### config.mk
export PLATFORM = sky130hd
export DESIGN_NAME = neuron_mac
export DESIGN_NICKNAME = d
export VERILOG_FILES = /design/src/rtl/nn_pkg.sv /design/src/rtl/fx_round_sat.sv /design/src/rtl/neuron_mac.sv
export SDC_FILE = /design/constraint.sdc
export NUM_CORES = 1
export LEC_CHECK = 0
export ABC_CLOCK_PERIOD_IN_PS = 18150
export CAP_MARGIN = 30
export CORE_MARGIN = 5
export CORE_UTILIZATION = 66
export CTS_CLUSTER_SIZE = 24
export DETAILED_ROUTE_END_ITERATION = 16
export GPL_TIMING_DRIVEN = 0
export PLACE_DENSITY = 0.95
export SLEW_MARGIN = 10
export SYNTH_ARGS = -nofsm -noshare
export SYNTH_HDL_FRONTEND = slang
export SYNTH_SLANG_ARGS = --single-unit
### constraint.sdc
create_clock -name clk -period 18.15 [get_ports clk]
set_input_delay 3.63 -clock clk [delete_from_list [all_inputs] [get_ports clk]]
set_output_delay 3.63 -clock clk [all_outputs]
set_load 0.03 [all_outputs]
### src/rtl/nn_pkg.sv
// Shared fixed-point definitions for the neuron datapath and the sigmoid stage.
// fx_t is the Q6.10 activation format exchanged between the two.
package nn_pkg;

  localparam int DATA_W = 17;
  localparam int FRAC_W = 10;

  typedef logic signed [DATA_W-1:0] fx_t;

  typedef enum logic [1:0] {
    ACC,
    FINAL,
    OUT
  } state_e;

  localparam fx_t FX_MAX = fx_t'((2 ** (DATA_W - 1)) - 1);
  localparam fx_t FX_MIN = fx_t'(-(2 ** (DATA_W - 1)));

  // Sigmoid breakpoints: saturates beyond +/-7.0, midpoint output 0.5.
  localparam fx_t SIG_POS_LIM = fx_t'(7 << FRAC_W);
  localparam fx_t SIG_NEG_LIM = fx_t'(-(7 << FRAC_W));
  localparam fx_t SIG_HALF    = fx_t'(1 << (FRAC_W - 1));

endpackage

### src/rtl/fx_round_sat.sv
// Round-half-up and saturate a wide fixed-point value (FRAC_W extra fraction
// bits) down to a DATA_W fixed-point word. Purely combinational.
module fx_round_sat #(
  parameter int IN_W   = 44,
  parameter int DATA_W = nn_pkg::DATA_W,
  parameter int FRAC_W = nn_pkg::FRAC_W
) (
  input  logic signed [IN_W-1:0]   din,
  output logic signed [DATA_W-1:0] dout,
  output logic                     sat
);

  // One guard bit above IN_W so adding the half-LSB can never wrap.
  localparam logic signed [IN_W:0] HALF    = (IN_W + 1)'(1) << (FRAC_W - 1);
  localparam logic signed [IN_W:0] LIM_MAX = {{(IN_W + 2 - DATA_W){1'b0}}, {(DATA_W - 1){1'b1}}};
  localparam logic signed [IN_W:0] LIM_MIN = {{(IN_W + 2 - DATA_W){1'b1}}, {(DATA_W - 1){1'b0}}};

  logic signed [IN_W:0] biased;
  logic signed [IN_W:0] r;

  assign biased = $signed({din[IN_W-1], din}) + HALF;
  assign r      = biased >>> FRAC_W;

  always_comb begin
    dout = r[DATA_W-1:0];
    sat  = 1'b0;
    if (r > LIM_MAX) begin
      dout = LIM_MAX[DATA_W-1:0];
      sat  = 1'b1;
    end else if (r < LIM_MIN) begin
      dout = LIM_MIN[DATA_W-1:0];
      sat  = 1'b1;
    end
  end

endmodule

### src/rtl/neuron_mac.sv
// Serial multiply-accumulate for one neuron pre-activation: NUM_INPUTS beats of
// in_x*in_w, plus bias, rounded/saturated to fx and offered on a valid/ready port.
module neuron_mac #(
  parameter int DATA_W     = nn_pkg::DATA_W,
  parameter int FRAC_W     = nn_pkg::FRAC_W,
  parameter int NUM_INPUTS = 4
) (
  input  logic                     clk,
  input  logic                     rst_n,
  input  logic                     in_valid,
  output logic                     in_ready,
  input  logic signed [DATA_W-1:0] in_x,
  input  logic signed [DATA_W-1:0] in_w,
  input  logic signed [DATA_W-1:0] bias,
  output logic                     out_valid,
  input  logic                     out_ready,
  output logic signed [DATA_W-1:0] out_x,
  output logic                     out_sat
);

  import nn_pkg::*;

  // Sized so NUM_INPUTS full-scale products plus bias cannot overflow.
  localparam int ACC_W = 2 * DATA_W + $clog2(NUM_INPUTS) + 1;
  localparam int CNT_W = (NUM_INPUTS > 1) ? $clog2(NUM_INPUTS) : 1;
  localparam logic [CNT_W-1:0] LAST = CNT_W'(NUM_INPUTS - 1);

  state_e                    state_q, state_d;
  logic [CNT_W-1:0]          count_q, count_d;
  logic signed [ACC_W-1:0]   acc_q, acc_d;
  logic                      in_ready_q, in_ready_d;
  logic                      out_valid_q, out_valid_d;
  logic signed [DATA_W-1:0]  out_x_q, out_x_d;
  logic                      out_sat_q, out_sat_d;

  logic                      accept;
  logic signed [2*DATA_W-1:0] prod;
  logic signed [ACC_W-1:0]   acc_base;
  logic signed [ACC_W-1:0]   bias_sh;
  logic signed [ACC_W-1:0]   sum;
  logic signed [DATA_W-1:0]  rs_x;
  logic                      rs_sat;

  assign accept   = in_valid && in_ready_q;
  assign prod     = in_x * in_w;
  assign acc_base = (count_q == '0) ? '0 : acc_q;
  assign bias_sh  = ACC_W'(bias) <<< FRAC_W;
  assign sum      = acc_q + bias_sh;

  fx_round_sat #(
    .IN_W  (ACC_W),
    .DATA_W(DATA_W),
    .FRAC_W(FRAC_W)
  ) u_round_sat (
    .din (sum),
    .dout(rs_x),
    .sat (rs_sat)
  );

  always_comb begin
    state_d     = state_q;
    count_d     = count_q;
    acc_d       = acc_q;
    in_ready_d  = in_ready_q;
    out_valid_d = out_valid_q;
    out_x_d     = out_x_q;
    out_sat_d   = out_sat_q;
    unique case (state_q)
      ACC: begin
        if (accept) begin
          acc_d = acc_base + ACC_W'(prod);
          if (count_q == LAST) begin
            count_d    = '0;
            state_d    = FINAL;
            in_ready_d = 1'b0;
          end else begin
            count_d = count_q + 1'b1;
          end
        end
      end
      FINAL: begin
        out_x_d     = rs_x;
        out_sat_d   = rs_sat;
        out_valid_d = 1'b1;
        state_d     = OUT;
      end
      OUT: begin
        // in_ready comes back from a flop, never straight from out_ready.
        if (out_ready) begin
          out_valid_d = 1'b0;
          in_ready_d  = 1'b1;
          state_d     = ACC;
        end
      end
      default: begin
        state_d     = ACC;
        count_d     = '0;
        in_ready_d  = 1'b1;
        out_valid_d = 1'b0;
      end
    endcase
  end

  always_ff @(posedge clk or negedge rst_n) begin
    if (!rst_n) begin
      state_q     <= ACC;
      count_q     <= '0;
      acc_q       <= '0;
      in_ready_q  <= 1'b1;
      out_valid_q <= 1'b0;
      out_x_q     <= '0;
      out_sat_q   <= 1'b0;
    end else begin
      state_q     <= state_d;
      count_q     <= count_d;
      acc_q       <= acc_d;
      in_ready_q  <= in_ready_d;
      out_valid_q <= out_valid_d;
      out_x_q     <= out_x_d;
      out_sat_q   <= out_sat_d;
    end
  end

  assign in_ready  = in_ready_q;
  assign out_valid = out_valid_q;
  assign out_x     = out_x_q;
  assign out_sat   = out_sat_q;

endmodule

==> reports/qor.yml, run 1 <==
worst_setup_path:
  endpoint: "acc_q[35]"
  r2r_cells: 28
  cp.required_ns: 18.35
  startpoint_type: "primary input"
  end_kind: "flip-flop"
  r2r_start: "count_q[0]"
  crit_path_max_fanout: 8
  reg2reg_setup_slack_ns: 9.64
  r2r-end: "acc_q[35]"
  startpoint: "in_x[16]"
  critPathKind: "in2reg"
  crit_arrival_ns: 11.76
yosys:
  yosys_warnings: 0
  synth-seq-area-share_pct: 8.349
  synth_top_cell_area_share_pct: 39.50
  async_flop_share_pct: 100.0
  ys_ff_latch: 61
  syn_avg_cell_area_sq_um: 8.913
  synth_area_sq_mm: 0.01830
  synth-edff-count: 0
  synth.most_common_cell: "inv_1"
  netlist_instances: 2053
  yosysUniqueCellTypes: 89
  synthTopCellsByArea: "fa_1 39%, inv_1 10%, ha_1 9.6%"
  synth_common_cells: "489 x inv_1, 361 x fa_1, 216 x nand2_1, 147 x and2_1, 140 x ha_1"
  synth_area_leader_cell: "fa_1"
  synth-main-ff-cell: "dfrtp_1"
  syn-num-nets: 2609
place:
  gp_congestion: 0.9933
  hpwl_mm: 41.28
  portBuffers: 68
  place_inst: 2500
  placed_area_sq_mm: 0.01946
sta:
  fin_crit_sh_pct: 63.69
  slew_headroom_pct: 44.91
  rsz0062_at_grt: "false"
  finalSetupViolCount: 0
  fmax_mhz: 86.51
  tightest_slew_ns: 0.8264
  fin_worst_skew_ns: 0.005140
  finalSetupTns_ns: 0
  slew_viol_final: 0
  finalHoldViolations: 0
  period_needed_ns: 11.56
final_layout:
  instances_no_fill: 2517
  drive_gt1_share_pct: 3.929
  fin_nets: 2690
  post-route-cell-area_sq_mm: 0.01979
  area_growth_syn_to_layout_pct: 8.178
run_status:
  status: "finished clean"
clocking:
  cts_made_buffers: 9
  clockBufferDepth: 2
  cts_htree_levels: 3
  cts_sinks: 61
  cts_tree: "done"
  cts-root-buf: "clkbuf_16"
  clk_pin_slew_worst_paths_ns: 0.05
  clock_latency_ns: 0.33
  cts_setup_buffers: 0
  ctsResizeCount: 0
  cts_hold_buf: 0
global_route:
  grt_overflow: 0
  grt_max_degree: 62
  antenna_found_initial: 1
  grt_pass1_vias: 16130
  grt_usage_pct: 31.95
  grt_pass1_wl_mm: 78.69
routing:
  drtIter0Drc: 1509
  dr_total_vias: 15000
  wl_mm: 48.50
  first_pass_iters: 8
  ant_nets: 0
  viasPerCell: 5.961
  routedWlPerCell_microns: 19.27
  drcViolationCount: 0
floorplan:
  core_sq_mm: 0.02755
  rows: 61
  start_util_pct: 66.41
  io_pins: 75
  die_h_microns: 176.5
  die_area_sq_mm: 0.03115
  die_width_microns: 176.5
flow_run:
  cap_violations: 0
worst_hold_path:
  hp-class: "reg2reg"
## worst max-delay path, cell delays in order
cell	delay (ns)
clkdlybuf4s50_1	0.73
and2_1	0.52
inv_1	0.31
fa_1	0.55
inv_1	0.06
fa_1	0.51
inv_1	0.05
fa_1	0.47
fa_1	0.52
inv_1	0.06
fa_1	0.51
inv_1	0.06
fa_1	0.53
inv_1	0.05
ha_1	0.34
a21oi_1	0.16
o21ai_0	0.10
a21o_1	0.20
a21o_1	0.18
a221oi_1	0.32
nor3b_1	0.32
a21oi_1	0.19
a311oi_1	0.46
nand2b_1	0.20
a21oi_1	0.13
o21ai_0	0.15
or3b_2	0.44
## registers in the layout, indices dropped and copies added, names as in the netlist
register / count
acc_q: 37
count_q: 2
in_ready: 1
out_sat: 1
out_valid: 1
out_x: 17
state_q: 2
## kinds of logic (layout without fill, tap and decap cells)
logic type | count (synthesis) | in the layout | share of synthesized area, %
adders and majority gates | 501 | 501 | 49.07
AOI/OAI and AO/OA | 236 | 236 | 9.061
xor gates and xnor gates | 72 | 72 | 3.528
and+or+nand+nor | 600 | 600 | 17.10
buffers and inverters | 565 | 650 | 11.80
other | 0 | 1 | 0
DFF | 61 | 61 | 8.349
muxes | 18 | 18 | 1.094
## cell usage in the layout, fill, tap and decap left out, types with 48 or more instances in the layout
cell type and count:
nor2_1 48, clkdlybuf4s50_1 67, nand2_1 216, ha_1 140
clkbuf_1 58, o21ai_0 51, fa_1 361, inv_1 489
a21oi_1 53, and2_1 147, dfrtp_1 60
## stage by stage
stage / hold slack [ns] / worst slack (ns) / utilization (%)
2_1_floorplan: 0.4509 / 7.679 / -
3_3_place_gp: 0.4692 / 6.264 / 70.60
3_5_place_dp: 0.4719 / 5.980 / 70.64
4_1_cts: 0.4836 / 6.297 / 71.73
5_1_grt: 0.5158 / 6.227 / 71.83
6_report: 0.4929 / 6.591 / 71.84
## final cells by class
| type | instances | area [sq um] |
|---|---|---|
| Clock buffer | 11 | 252.7 |
| Tap cell | 378 | 473.0 |
| Fill cell | 1880 | 7759 |
| Sequential cell | 61 | 1528 |
| Multi-Input combinational cell | 1427 | 14610 |
| Timing Repair Buffer | 70 | 720.7 |
| Buffer | 76 | 324.1 |
| Clock inverter | 4 | 47.55 |
| Antenna cell | 1 | 2.502 |
| Inverter | 489 | 1836 |
## routing by layer
layer | track usage (%) | up-vias | wire length (microns)
met1 | 37.30 | 7412 | 16350
met5 | 0 | - | 0
met3 | 6.488 | 286 | 4301
met2 | 55.53 | 837 | 24560
li1 | - | 6468 | -
met4 | 17.12 | 0 | 3288
## how the worst min path moves through the flow
stage                   from       end  slack (ns)  cells past startpoint
global placement    acc_q[6]  acc_q[6]        0.47                      2
floorplan           acc_q[5]  acc_q[5]        0.45                      2
detailed placement  acc_q[7]  acc_q[7]        0.47                      2
finish              acc_q[7]  acc_q[7]        0.49                      2
global route        acc_q[8]  acc_q[8]        0.52                      1
CTS                 acc_q[7]  acc_q[7]        0.48                      2
Power of run 1 is left out: the tool's default activity adds up to more than one toggle a clock period on the data nets, which glitch-free logic cannot reach.
==> inputs of run 2 (changes only) <==
--- a/config.mk
+++ b/config.mk
@@ -5,14 +5,14 @@
 export SDC_FILE = /design/constraint.sdc
 export NUM_CORES = 1
 export LEC_CHECK = 0
-export ABC_CLOCK_PERIOD_IN_PS = 18150
+export ABC_CLOCK_PERIOD_IN_PS = 9800
 export CAP_MARGIN = 30
 export CORE_MARGIN = 5
-export CORE_UTILIZATION = 66
+export CORE_UTILIZATION = 58
 export CTS_CLUSTER_SIZE = 24
 export DETAILED_ROUTE_END_ITERATION = 16
 export GPL_TIMING_DRIVEN = 0
-export PLACE_DENSITY = 0.95
+export PLACE_DENSITY = 0.89
 export SLEW_MARGIN = 10
 export SYNTH_ARGS = -nofsm -noshare
 export SYNTH_HDL_FRONTEND = slang
==> constraint.sdc (replaced) <==
create_clock -name clk -period 9.8 [get_ports clk]
set_input_delay 1.96 -clock clk [delete_from_list [all_inputs] [get_ports clk]]
set_output_delay 1.96 -clock clk [all_outputs]
set_load 0.03 [all_outputs]
==> run 2 against run 1 <==
Against the previous run:
- critical path depth fell by 2
- sequential share of layout area fell by 0.051 points
- core utilization fell by 8.2 points
- non-clock buffer count rose by 9
- hold slack barely moved
- first-iteration DRC count fell by 23%
==> reports/qor.yml, run 2 (synthesized netlist as in run 1, its figures left out) <==
place:
  gp_congestion: 0.9604  # -3.3%
  portBuffers: 68  # unchanged
  hpwl_mm: 40.12  # -2.8%
global_route:
  grt_pass1_wl_mm: 76.73  # -2.5%
  antenna_found_initial: 0  # -1
  grt_usage_pct: 26.95  # -5.0 points
  grt_pass1_vias: 15690  # -2.8%
  grt_overflow: 0  # unchanged
  grt_max_degree: 62  # unchanged
sta:
  tightest_slew_ns: 0.8076  # -0.01876 ns
  period_needed_ns: 9.610
  rsz0062_at_grt: "true"
  fmax_mhz: 104.1
  finalSetupViolCount: 0  # unchanged
  finalSetupTns_ns: 0  # unchanged
  finalHoldViolations: 0  # unchanged
  slew_headroom_pct: 46.16  # +1.3 points
  holdWs_ns: 0.4926  # -0.0003460 ns
  fin_worst_skew_ns: 0.008443  # +0.003304 ns
  slew_viol_final: 0  # unchanged
  fin_crit_sh_pct: 98.06
clocking:
  cts-root-buf: "clkbuf_16"
  cts_tree: "done"
  clock_latency_ns: 0.33  # about the same
  clockBufferDepth: 2  # unchanged
  cts_sinks: 61  # unchanged
  cts_made_buffers: 9  # unchanged
  clk_pin_slew_worst_paths_ns: 0.06  # about the same
  cts_htree_levels: 3  # unchanged
worst_setup_path:
  cp_common_cell: "fa_1"
  cp.required_ns: 10.01  # -8.34 ns
  crit_buf_inv: 5  # -2
  slowest_stage: "clkdlybuf4s50_1"
  critical-path-top-delay-family: "adder cells"
  critPathKind: "in2reg"
  crit_path_max_fanout: 10  # +2
  crit_arrival_ns: 9.82  # -1.94 ns
  startpoint_type: "primary input"
  end_kind: "flip-flop"
  cp_slowest_stage_delay_ns: 0.77  # +0.04 ns
floorplan:
  die_width_microns: 187.6  # +6.3%
  core_sq_mm: 0.03131  # +14%
  rows: 65  # +6.6%
  die_area_sq_mm: 0.03520  # +13%
  io_pins: 75  # unchanged
  die_h_microns: 187.6  # +6.3%
  start_util_pct: 58.44  # -8.0 points
flow_run:
  cap_violations: 0  # unchanged
final_layout:
  diodes: 0  # -1
  largest_reg_flops: 37  # unchanged
  fin_nets: 2699  # +0.33%
  most-common-layout-cells: "487 x inv_1, 361 x fa_1, 216 x nand2_1"
  final_common_cell: "inv_1"
  drive_gt1_share_pct: 5.121  # +1.2 points
  fill_cells: 2464  # +31%
  regMostFlops: "acc_q"
  area_growth_syn_to_layout_pct: 8.897
routing:
  ant_nets: 0  # unchanged
  drtIter0Drc: 1157  # -23%
  viasPerCell: 5.703  # -4.3%
  routedWlPerCell_microns: 18.40  # -4.5%
  first_pass_iters: 5  # -3
  wl_mm: 46.92  # -3.2%
  dr_total_vias: 14540  # -3.1%
  drcViolationCount: 0  # unchanged
worst_hold_path:
  hp-class: "reg2reg"
run_status:
  status: "finished clean"
[run 2: path summary, 6_finish.rpt]
path | start | slack [ns] | depth (start not counted) | end
worst min register to register | acc_q[6] | 0.49 | 2 | acc_q[6]
worst min-delay path | acc_q[6] | 0.49 | 2 | acc_q[6]
worst max register to register | count_q[0] | 1.27 | 28 | acc_q[35]
worst max-delay path | in_x[11] | 0.19 | 25 | acc_q[35]
max in group asynchronous | rst_n | 7.54 | 1 | acc_q[13]
min in group asynchronous | rst_n | 1.71 | 1 | out_x[16]
[run 2: area by class of cell]
cell class / instances / area (sq um) / share of cell area, %
Timing Repair Buffer: 79 / 768.2 / 3.856
Multi-Input combinational cell: 1427 / 14620 / 73.37
Buffer: 76 / 341.6 / 1.714
Clock buffer: 9 / 225.2 / 1.130
Inverter: 489 / 1843 / 9.250
Sequential cell: 61 / 1528 / 7.667
Tap cell: 402 / 503.0 / 2.524
Clock inverter: 7 / 97.59 / 0.4898
[run 2: routing by layer]
metal | vias up | GRT usage [%] | part of all wire, %
li1 | 6486 | - | -
met1 | 7361 | 32.96 | 37
met2 | 557 | 48.80 | 52
met3 | 139 | 4.021 | 6.4
met4 | 0 | 9.232 | 4.1
met5 | - | 0 | 0
[run 2: metrics by stage]
| step | utilization (%) | setup slack (ns) | cells | cell area [sq um] |
|---|---|---|---|---|
| 2_1_floorplan | - | 0.9991 | 2053 | 18300 |
| 3_3_place_gp | 62.22 | -0.4414 | 2523 | 19480 |
| 3_5_place_dp | 62.26 | -0.8443 | 2524 | 19490 |
| 4_1_cts | 63.34 | 0.07926 | 2541 | 19830 |
| 5_1_grt | 63.64 | -0.07662 | 2550 | 19930 |
| 6_report | 63.64 | 0.1905 | 2550 | 19930 |
[run 2: timing repair]
item	in CTS	in global routing
hold buffers	0	0
setup endpoints to repair	4	3
gates resized for setup	5	22
pin swaps	0	0
setup buffers	1	9
[run 2: worst register-to-register path, delay by kind of cell, from the launching register on]
kind                       cells  cell delay (ns)
adders and majority gates      8             3.58
AOI/OAI and AO/OA              9             1.88
buffers and inverters          7             1.40
and+or+nand+nor                4             1.14
DFF                            1             0.41
Power of run 2 is left out for the same reason.
